==> src/rtl/mips_pkg.sv <==
// Shared definitions for the MIPS instruction-memory boot loader.
package mips_pkg;

  localparam int unsigned IM_WORD_W = 32;
  localparam int unsigned IM_ADDR_W = 10;
  localparam int unsigned BYTE_W    = 8;
  localparam int unsigned HDR_W     = 16;

  typedef enum logic [2:0] {
    LD_IDLE   = 3'd0,
    LD_HDR_HI = 3'd1,
    LD_HDR_LO = 3'd2,
    LD_DATA   = 3'd3,
    LD_CHK    = 3'd4,
    LD_DONE   = 3'd5,
    LD_ERR    = 3'd6
  } ld_state_e;

endpackage

==> src/rtl/im_word_packer.sv <==
// Assembles four MSB-first bytes into one 32-bit word and emits a one-cycle write strobe.
module im_word_packer
  import mips_pkg::*;
(
  input  logic                 clk,
  input  logic                 rst,
  input  logic                 clr_i,
  input  logic                 en_i,
  input  logic [BYTE_W-1:0]    byte_i,
  output logic                 last_c_o,
  output logic                 we_o,
  output logic [IM_WORD_W-1:0] word_o
);

  localparam int unsigned CNT_W   = 2;
  localparam int unsigned SHIFT_W = IM_WORD_W - BYTE_W;

  logic [CNT_W-1:0]     cnt_q, cnt_d;
  logic [SHIFT_W-1:0]   shift_q, shift_d;
  logic [IM_WORD_W-1:0] word_q, word_d;
  logic                 we_q, we_d;

  // Next byte accepted completes the current word.
  assign last_c_o = (cnt_q == CNT_W'(3));
  assign we_o     = we_q;
  assign word_o   = word_q;

  // Byte counting and shifting; the fourth byte publishes the word.
  always_comb begin
    cnt_d   = cnt_q;
    shift_d = shift_q;
    word_d  = word_q;
    we_d    = 1'b0;
    if (clr_i) begin
      cnt_d = '0;
    end else if (en_i) begin
      shift_d = {shift_q[SHIFT_W-BYTE_W-1:0], byte_i};
      cnt_d   = cnt_q + CNT_W'(1);
      if (cnt_q == CNT_W'(3)) begin
        word_d = {shift_q, byte_i};
        we_d   = 1'b1;
      end
    end
  end

  // Packer state registers.
  always_ff @(posedge clk or negedge rst) begin
    if (!rst) begin
      cnt_q   <= '0;
      shift_q <= '0;
      word_q  <= '0;
      we_q    <= 1'b0;
    end else begin
      cnt_q   <= cnt_d;
      shift_q <= shift_d;
      word_q  <= word_d;
      we_q    <= we_d;
    end
  end

endmodule

==> src/rtl/im_boot_loader.sv <==
// Byte-stream boot loader for the MIPS instruction memory; holds the core in reset
// until a framed image (N_HI, N_LO, N words MSB first) has been written.
// Optional trailing XOR checksum byte enabled by IM_LOADER_CHECKSUM_EN.
module im_boot_loader
  import mips_pkg::*;
#(
  parameter int unsigned ADDR_W = IM_ADDR_W
) (
  input  logic                 clk,
  input  logic                 rst,
  input  logic                 start,
  input  logic                 byte_valid,
  input  logic [BYTE_W-1:0]    byte_data,
  output logic                 byte_ready,
  output logic                 im_we,
  output logic [ADDR_W-1:0]    im_addr,
  output logic [IM_WORD_W-1:0] im_wdata,
  output logic                 cpu_rst,
  output logic                 done,
  output logic                 err,
  output logic [HDR_W-1:0]     word_count
);

  localparam int unsigned IM_DEPTH = 32'(1) << ADDR_W;

  ld_state_e          state_q, state_d;
  logic               byte_ready_q, byte_ready_d;
  logic               done_q, done_d;
  logic               err_q, err_d;
  logic               cpu_rst_q, cpu_rst_d;
  logic [HDR_W-1:0]   word_count_q, word_count_d;
  logic [BYTE_W-1:0]  hdr_hi_q, hdr_hi_d;
  logic [HDR_W-1:0]   words_done_q, words_done_d;
  logic [ADDR_W-1:0]  addr_q, addr_d;
`ifdef IM_LOADER_CHECKSUM_EN
  logic [BYTE_W-1:0]  csum_q, csum_d;
`endif

  logic               xfer;
  logic               pk_clr, pk_en, pk_last_c;
  logic [HDR_W-1:0]   hdr_n;

  assign xfer   = byte_valid & byte_ready_q;
  assign hdr_n  = {hdr_hi_q, byte_data};
  assign pk_en  = xfer & (state_q == LD_DATA);
  assign pk_clr = start & ((state_q == LD_IDLE) | (state_q == LD_DONE) | (state_q == LD_ERR));

  im_word_packer u_packer (
    .clk      (clk),
    .rst      (rst),
    .clr_i    (pk_clr),
    .en_i     (pk_en),
    .byte_i   (byte_data),
    .last_c_o (pk_last_c),
    .we_o     (im_we),
    .word_o   (im_wdata)
  );

  // Loader FSM: header decode, word/address tracking, completion status.
  always_comb begin
    state_d      = state_q;
    done_d       = done_q;
    err_d        = err_q;
    cpu_rst_d    = cpu_rst_q;
    word_count_d = word_count_q;
    hdr_hi_d     = hdr_hi_q;
    words_done_d = words_done_q;
    addr_d       = addr_q;
`ifdef IM_LOADER_CHECKSUM_EN
    csum_d       = csum_q;
`endif
    unique case (state_q)
      LD_IDLE, LD_DONE, LD_ERR: begin
        if (start) begin
          state_d      = LD_HDR_HI;
          done_d       = 1'b0;
          err_d        = 1'b0;
          cpu_rst_d    = 1'b1;
          words_done_d = '0;
`ifdef IM_LOADER_CHECKSUM_EN
          csum_d       = '0;
`endif
        end
      end
      LD_HDR_HI: begin
        if (xfer) begin
          hdr_hi_d = byte_data;
          state_d  = LD_HDR_LO;
        end
      end
      LD_HDR_LO: begin
        if (xfer) begin
          word_count_d = hdr_n;
          if (32'(hdr_n) > IM_DEPTH) begin
            state_d = LD_ERR;
            err_d   = 1'b1;
          end else if (hdr_n == '0) begin
`ifdef IM_LOADER_CHECKSUM_EN
            state_d = LD_CHK;
`else
            state_d   = LD_DONE;
            done_d    = 1'b1;
            cpu_rst_d = 1'b0;
`endif
          end else begin
            state_d = LD_DATA;
          end
        end
      end
      LD_DATA: begin
        if (xfer) begin
`ifdef IM_LOADER_CHECKSUM_EN
          csum_d = csum_q ^ byte_data;
`endif
          if (pk_last_c) begin
            addr_d       = ADDR_W'(words_done_q);
            words_done_d = words_done_q + HDR_W'(1);
            if (words_done_q + HDR_W'(1) == word_count_q) begin
`ifdef IM_LOADER_CHECKSUM_EN
              state_d = LD_CHK;
`else
              state_d   = LD_DONE;
              done_d    = 1'b1;
              cpu_rst_d = 1'b0;
`endif
            end
          end
        end
      end
`ifdef IM_LOADER_CHECKSUM_EN
      LD_CHK: begin
        if (xfer) begin
          if (byte_data == csum_q) begin
            state_d   = LD_DONE;
            done_d    = 1'b1;
            cpu_rst_d = 1'b0;
          end else begin
            state_d = LD_ERR;
            err_d   = 1'b1;
          end
        end
      end
`endif
      default: state_d = LD_IDLE;
    endcase
    byte_ready_d = (state_d == LD_HDR_HI) || (state_d == LD_HDR_LO) ||
                   (state_d == LD_DATA)   || (state_d == LD_CHK);
  end

  // State register.
  always_ff @(posedge clk or negedge rst) begin
    if (!rst) state_q <= LD_IDLE;
    else      state_q <= state_d;
  end

  // Registered outputs and datapath state.
  always_ff @(posedge clk or negedge rst) begin
    if (!rst) begin
      byte_ready_q <= 1'b0;
      done_q       <= 1'b0;
      err_q        <= 1'b0;
      cpu_rst_q    <= 1'b1;
      word_count_q <= '0;
      hdr_hi_q     <= '0;
      words_done_q <= '0;
      addr_q       <= '0;
`ifdef IM_LOADER_CHECKSUM_EN
      csum_q       <= '0;
`endif
    end else begin
      byte_ready_q <= byte_ready_d;
      done_q       <= done_d;
      err_q        <= err_d;
      cpu_rst_q    <= cpu_rst_d;
      word_count_q <= word_count_d;
      hdr_hi_q     <= hdr_hi_d;
      words_done_q <= words_done_d;
      addr_q       <= addr_d;
`ifdef IM_LOADER_CHECKSUM_EN
      csum_q       <= csum_d;
`endif
    end
  end

  assign byte_ready = byte_ready_q;
  assign im_addr    = addr_q;
  assign cpu_rst    = cpu_rst_q;
  assign done       = done_q;
  assign err        = err_q;
  assign word_count = word_count_q;

endmodule

==> config.mk <==
export PLATFORM = sky130hd
export DESIGN_NAME = im_boot_loader
export DESIGN_NICKNAME = d
export VERILOG_FILES = /design/src/rtl/mips_pkg.sv /design/src/rtl/im_word_packer.sv /design/src/rtl/im_boot_loader.sv
export SDC_FILE = /design/constraint.sdc
export NUM_CORES = 1
export LEC_CHECK = 0
export CAP_MARGIN = 0
export CORE_MARGIN = 5
export CORE_UTILIZATION = 49
export DETAILED_ROUTE_END_ITERATION = 8
export GPL_ROUTABILITY_DRIVEN = 0
export PLACE_DENSITY = 0.78
export SETUP_SLACK_MARGIN = 0.5
export SLEW_MARGIN = 5
export SYNTH_ARGS = -nofsm -noshare
export SYNTH_HDL_FRONTEND = slang
export SYNTH_HIERARCHICAL = 1
export SYNTH_SLANG_ARGS = --single-unit
==> constraint.sdc <==
create_clock -name clk -period 2 [get_ports clk]
set_clock_uncertainty 0.2 [all_clocks]
set_input_delay 0.3 -clock clk [delete_from_list [all_inputs] [get_ports clk]]
set_output_delay 0.3 -clock clk [all_outputs]
set_load 0.02 [all_outputs]
==> metrics.txt <==
run status=finished, violations left; failing checks=negative setup slack; Crit path required time=approximately 2.2 ns; number of synthesized register bits=approximately 120; Initial Util=0.500; CTS tree=built; Buffers on Ports=74; commonest cells after routing, fill and taps aside=buf_4 (121), buf_6 (104), dfrtp_1 (96), mux2_4 (77), nand2_1 (31); Power Total=11300 uW; ant diodes=0; area share of and/or/nand/nor cells after synthesis=0.126; CTS Buffer Depth=2; final non-filler cell total=856; total detailed-routing wirelength=26500 um; Max transition margin=0.657; dpl ws=-0.655 ns; Num CTS Buffers=17; flop-to-flop setup slack=-0.50 ns; crit path DAT=around 2.7 ns; post-synthesis compound-gate area fraction=0.0665; post-synthesis cell count=450; DIE AREA=about 13000 um^2; cell taking the most area after synthesis=dfrtp_1; critical path class=reg -> reg; Yosys top cell area share=0.531; Syn Area/Cell=12.0 um^2; Leak=0.00480 uW; fin util=0.893; crit-path max FO=5; Layout fillers=~340; most common cell after layout, fill and taps aside=buf_4; core area=between 10000 and 15000 um^2; number of I/O pins=75; vias in the first global route=roughly 5400; Fin. Hold Viols=0; sequential area share after synthesis=0.536; DR iter-0 viols=just over 700; Peak Freq=~0.40 GHz; Worst-Margin Slew=approximately 0.51 ns; first-pass GRT wire length=approximately 32000 um; synthesis-to-finish area growth=78.5%; Mapped Area=5420 um^2; Synth Area in Adders=0.00462; H-tree levels=4; Root Driver=clkbuf_8; first-pass detailed-route iteration total=6; asr flop ratio synth=1.00; hpwl dp=about 9600 um; largest family of logic cells by synthesized area=multiplexers; drt wl/cell=around 31 um; Post-synth EDFFs=0; Finished Cell Area=9680 um^2; Post-layout nets=slightly above 700; Clock transition at path regs=about 0.07 ns; Net Count, Synth=roughly 460; RSZ-0062 raised after global routing=yes; distinct cell type count after synthesis=55; register area=a little under 3000 um^2; min-delay worst type=in -> async; CP Launch Type=flip-flop; CP max stage delay=around 0.45 ns; largest net degree at the start of global routing=37; Final WS setup=-0.499 ns; grt ovf=0; Skew-Pair Late Insertion Delay=around 0.57 ns; crit-path leading delay family=simple AND/OR/NAND/NOR gates; Placed Cells=slightly above 700; worst vdd ir=around 950 uV; top post-synthesis cells by area=dfrtp_1 (53%), mux2_2 (8.7%), mux2_4 (5.5%); placed cell areas=about 7000 um^2; slowest stage cell, crit path=dfrtp_1; min Tclk post-route=around 2.5 ns; final setup vio count=74; post-route ant nets=0; proportion of synthesized area in mux cells=0.180; antenna violations before repair=0; Setup crit end kind=flip-flop; # DRC=0; Post-synth top flop=dfrtp_1; worst-path cell chain=nand4_2, buf_4, nor2_1, nand3_1, o21ai_0, and4_4, a211oi_1; Ys Warns=6; # Max-Cap Violations=0; layout cells sized above 1=0.675; CTS Sinks=~120; via count=around 5600; PD cells=1170 nW/um^2; Post-Synth XOR/XNOR Area=0.0485; chip height=115 um; Total GRT Usage=0.329; FP Rows=38; final slew viol count=0; Die X=115 um; Multi-input gate area=3140 um^2; buffers plus inverters on the worst setup path=1; post-route clock period utilization=1.25; Via-to-Cell Ratio=roughly 6.5
-- cells in the mapped netlist (3+ instances only) --
| master | count |
|---|---|
| dfrtp_1 | 115 |
| nand2_1 | 57 |
| mux2_2 | 42 |
| nor2_1 | 26 |
| mux2_4 | 20 |
| xnor2_1 | 20 |
| o21ai_1 | 19 |
| mux2_1 | 17 |
| clkbuf_1 | 11 |
| o21ai_0 | 11 |
| xor2_1 | 10 |
| nor3_1 | 8 |
| buf_2 | 7 |
| nand3_1 | 7 |
| nor2b_1 | 7 |
| buf_4 | 5 |
| a21oi_1 | 4 |
| buf_6 | 4 |
| nor4_1 | 4 |
| a211oi_1 | 3 |
| a21o_1 | 3 |
| a31oi_1 | 3 |
| inv_1 | 3 |
| nand4_1 | 3 |
-- power by group --
part	switching [uW]	internal, uW
clock network	1260	2060
registers	508	2840
logic	2070	2570
-- stage by stage --
stage | setup TNS (ns) | hold WS, ns
floorplan | -1.28 | -0.196
global placement | -9.68 | 0.0875
detailed placement | -11.25 | 0.0929
CTS | -2.37 | 0.0735
global route | -9.61 | 0.116
finish | -6.85 | 0.0489
-- cell type report --
class / count / share of cell area
repair buffers: 263 / 0.290
multi-input cells: 302 / 0.325
inverters: 3 / 0.00142
clock inverters: 12 / 0.0185
flip-flops and latches: 116 / 0.303
clock buffers: 20 / 0.0450
well taps: 140 / 0.0181
-- flip-flops by register name (all words and copies together), names as in the netlist --
signal,cells
done,1
err,1
u_packer/shift_q,24
u_packer/we_o,1
byte_ready,1
state_q,3
words_done_q,16
cpu_rst,1
u_packer/word_o,32
hdr_hi_q,8
word_count,16
im_addr,10
u_packer/cnt_q,2
-- cell families (layout without fill, tap and decap cells) --
family	Yosys count	count (layout)
AND/OR/NAND/NOR	132	132
multiplexers	80	80
AO/OA/AOI/OAI	58	58
XOR/XNOR	30	30
buffers and inverters	32	298
adder cells (fa/ha/maj)	2	2
flip-flops	116	116
-- timing repair --
action                                  4_1_cts  5_1_grt
setup buffers                                47       46
gates cloned                                 12        0
hold buffers                                  1        0
pin swaps                                    38       39
resized for setup                           540       94
hold endpoints to repair                    115        0
endpoints found under the setup margin      179      179
-- path summary, 6_finish.rpt --
kind | depth (start not counted) | from | endpoint
max in group asynchronous | 3 | rst | word_count[13]
max | 7 | words_done_q[10] | byte_ready
min reg2reg | 1 | u_packer/word_o[20] | u_packer/word_o[20]
min | 2 | rst | u_packer/word_o[18]
max reg2reg | 7 | words_done_q[10] | byte_ready
min in group clk | 3 | byte_data[7] | u_packer/word_o[7]
-- per-layer routing --
metal	wire, um	up-vias	part of all wire	GRT usage
met3	2840	213	0.11	0.0842
met4	2230	0	0.084	0.160
li1	-	2083	-	-
met2	12100	523	0.46	0.537
met1	9280	2782	0.35	0.408
met5	0	-	0	0
Note: power is estimated with default switching activity, not from simulation.
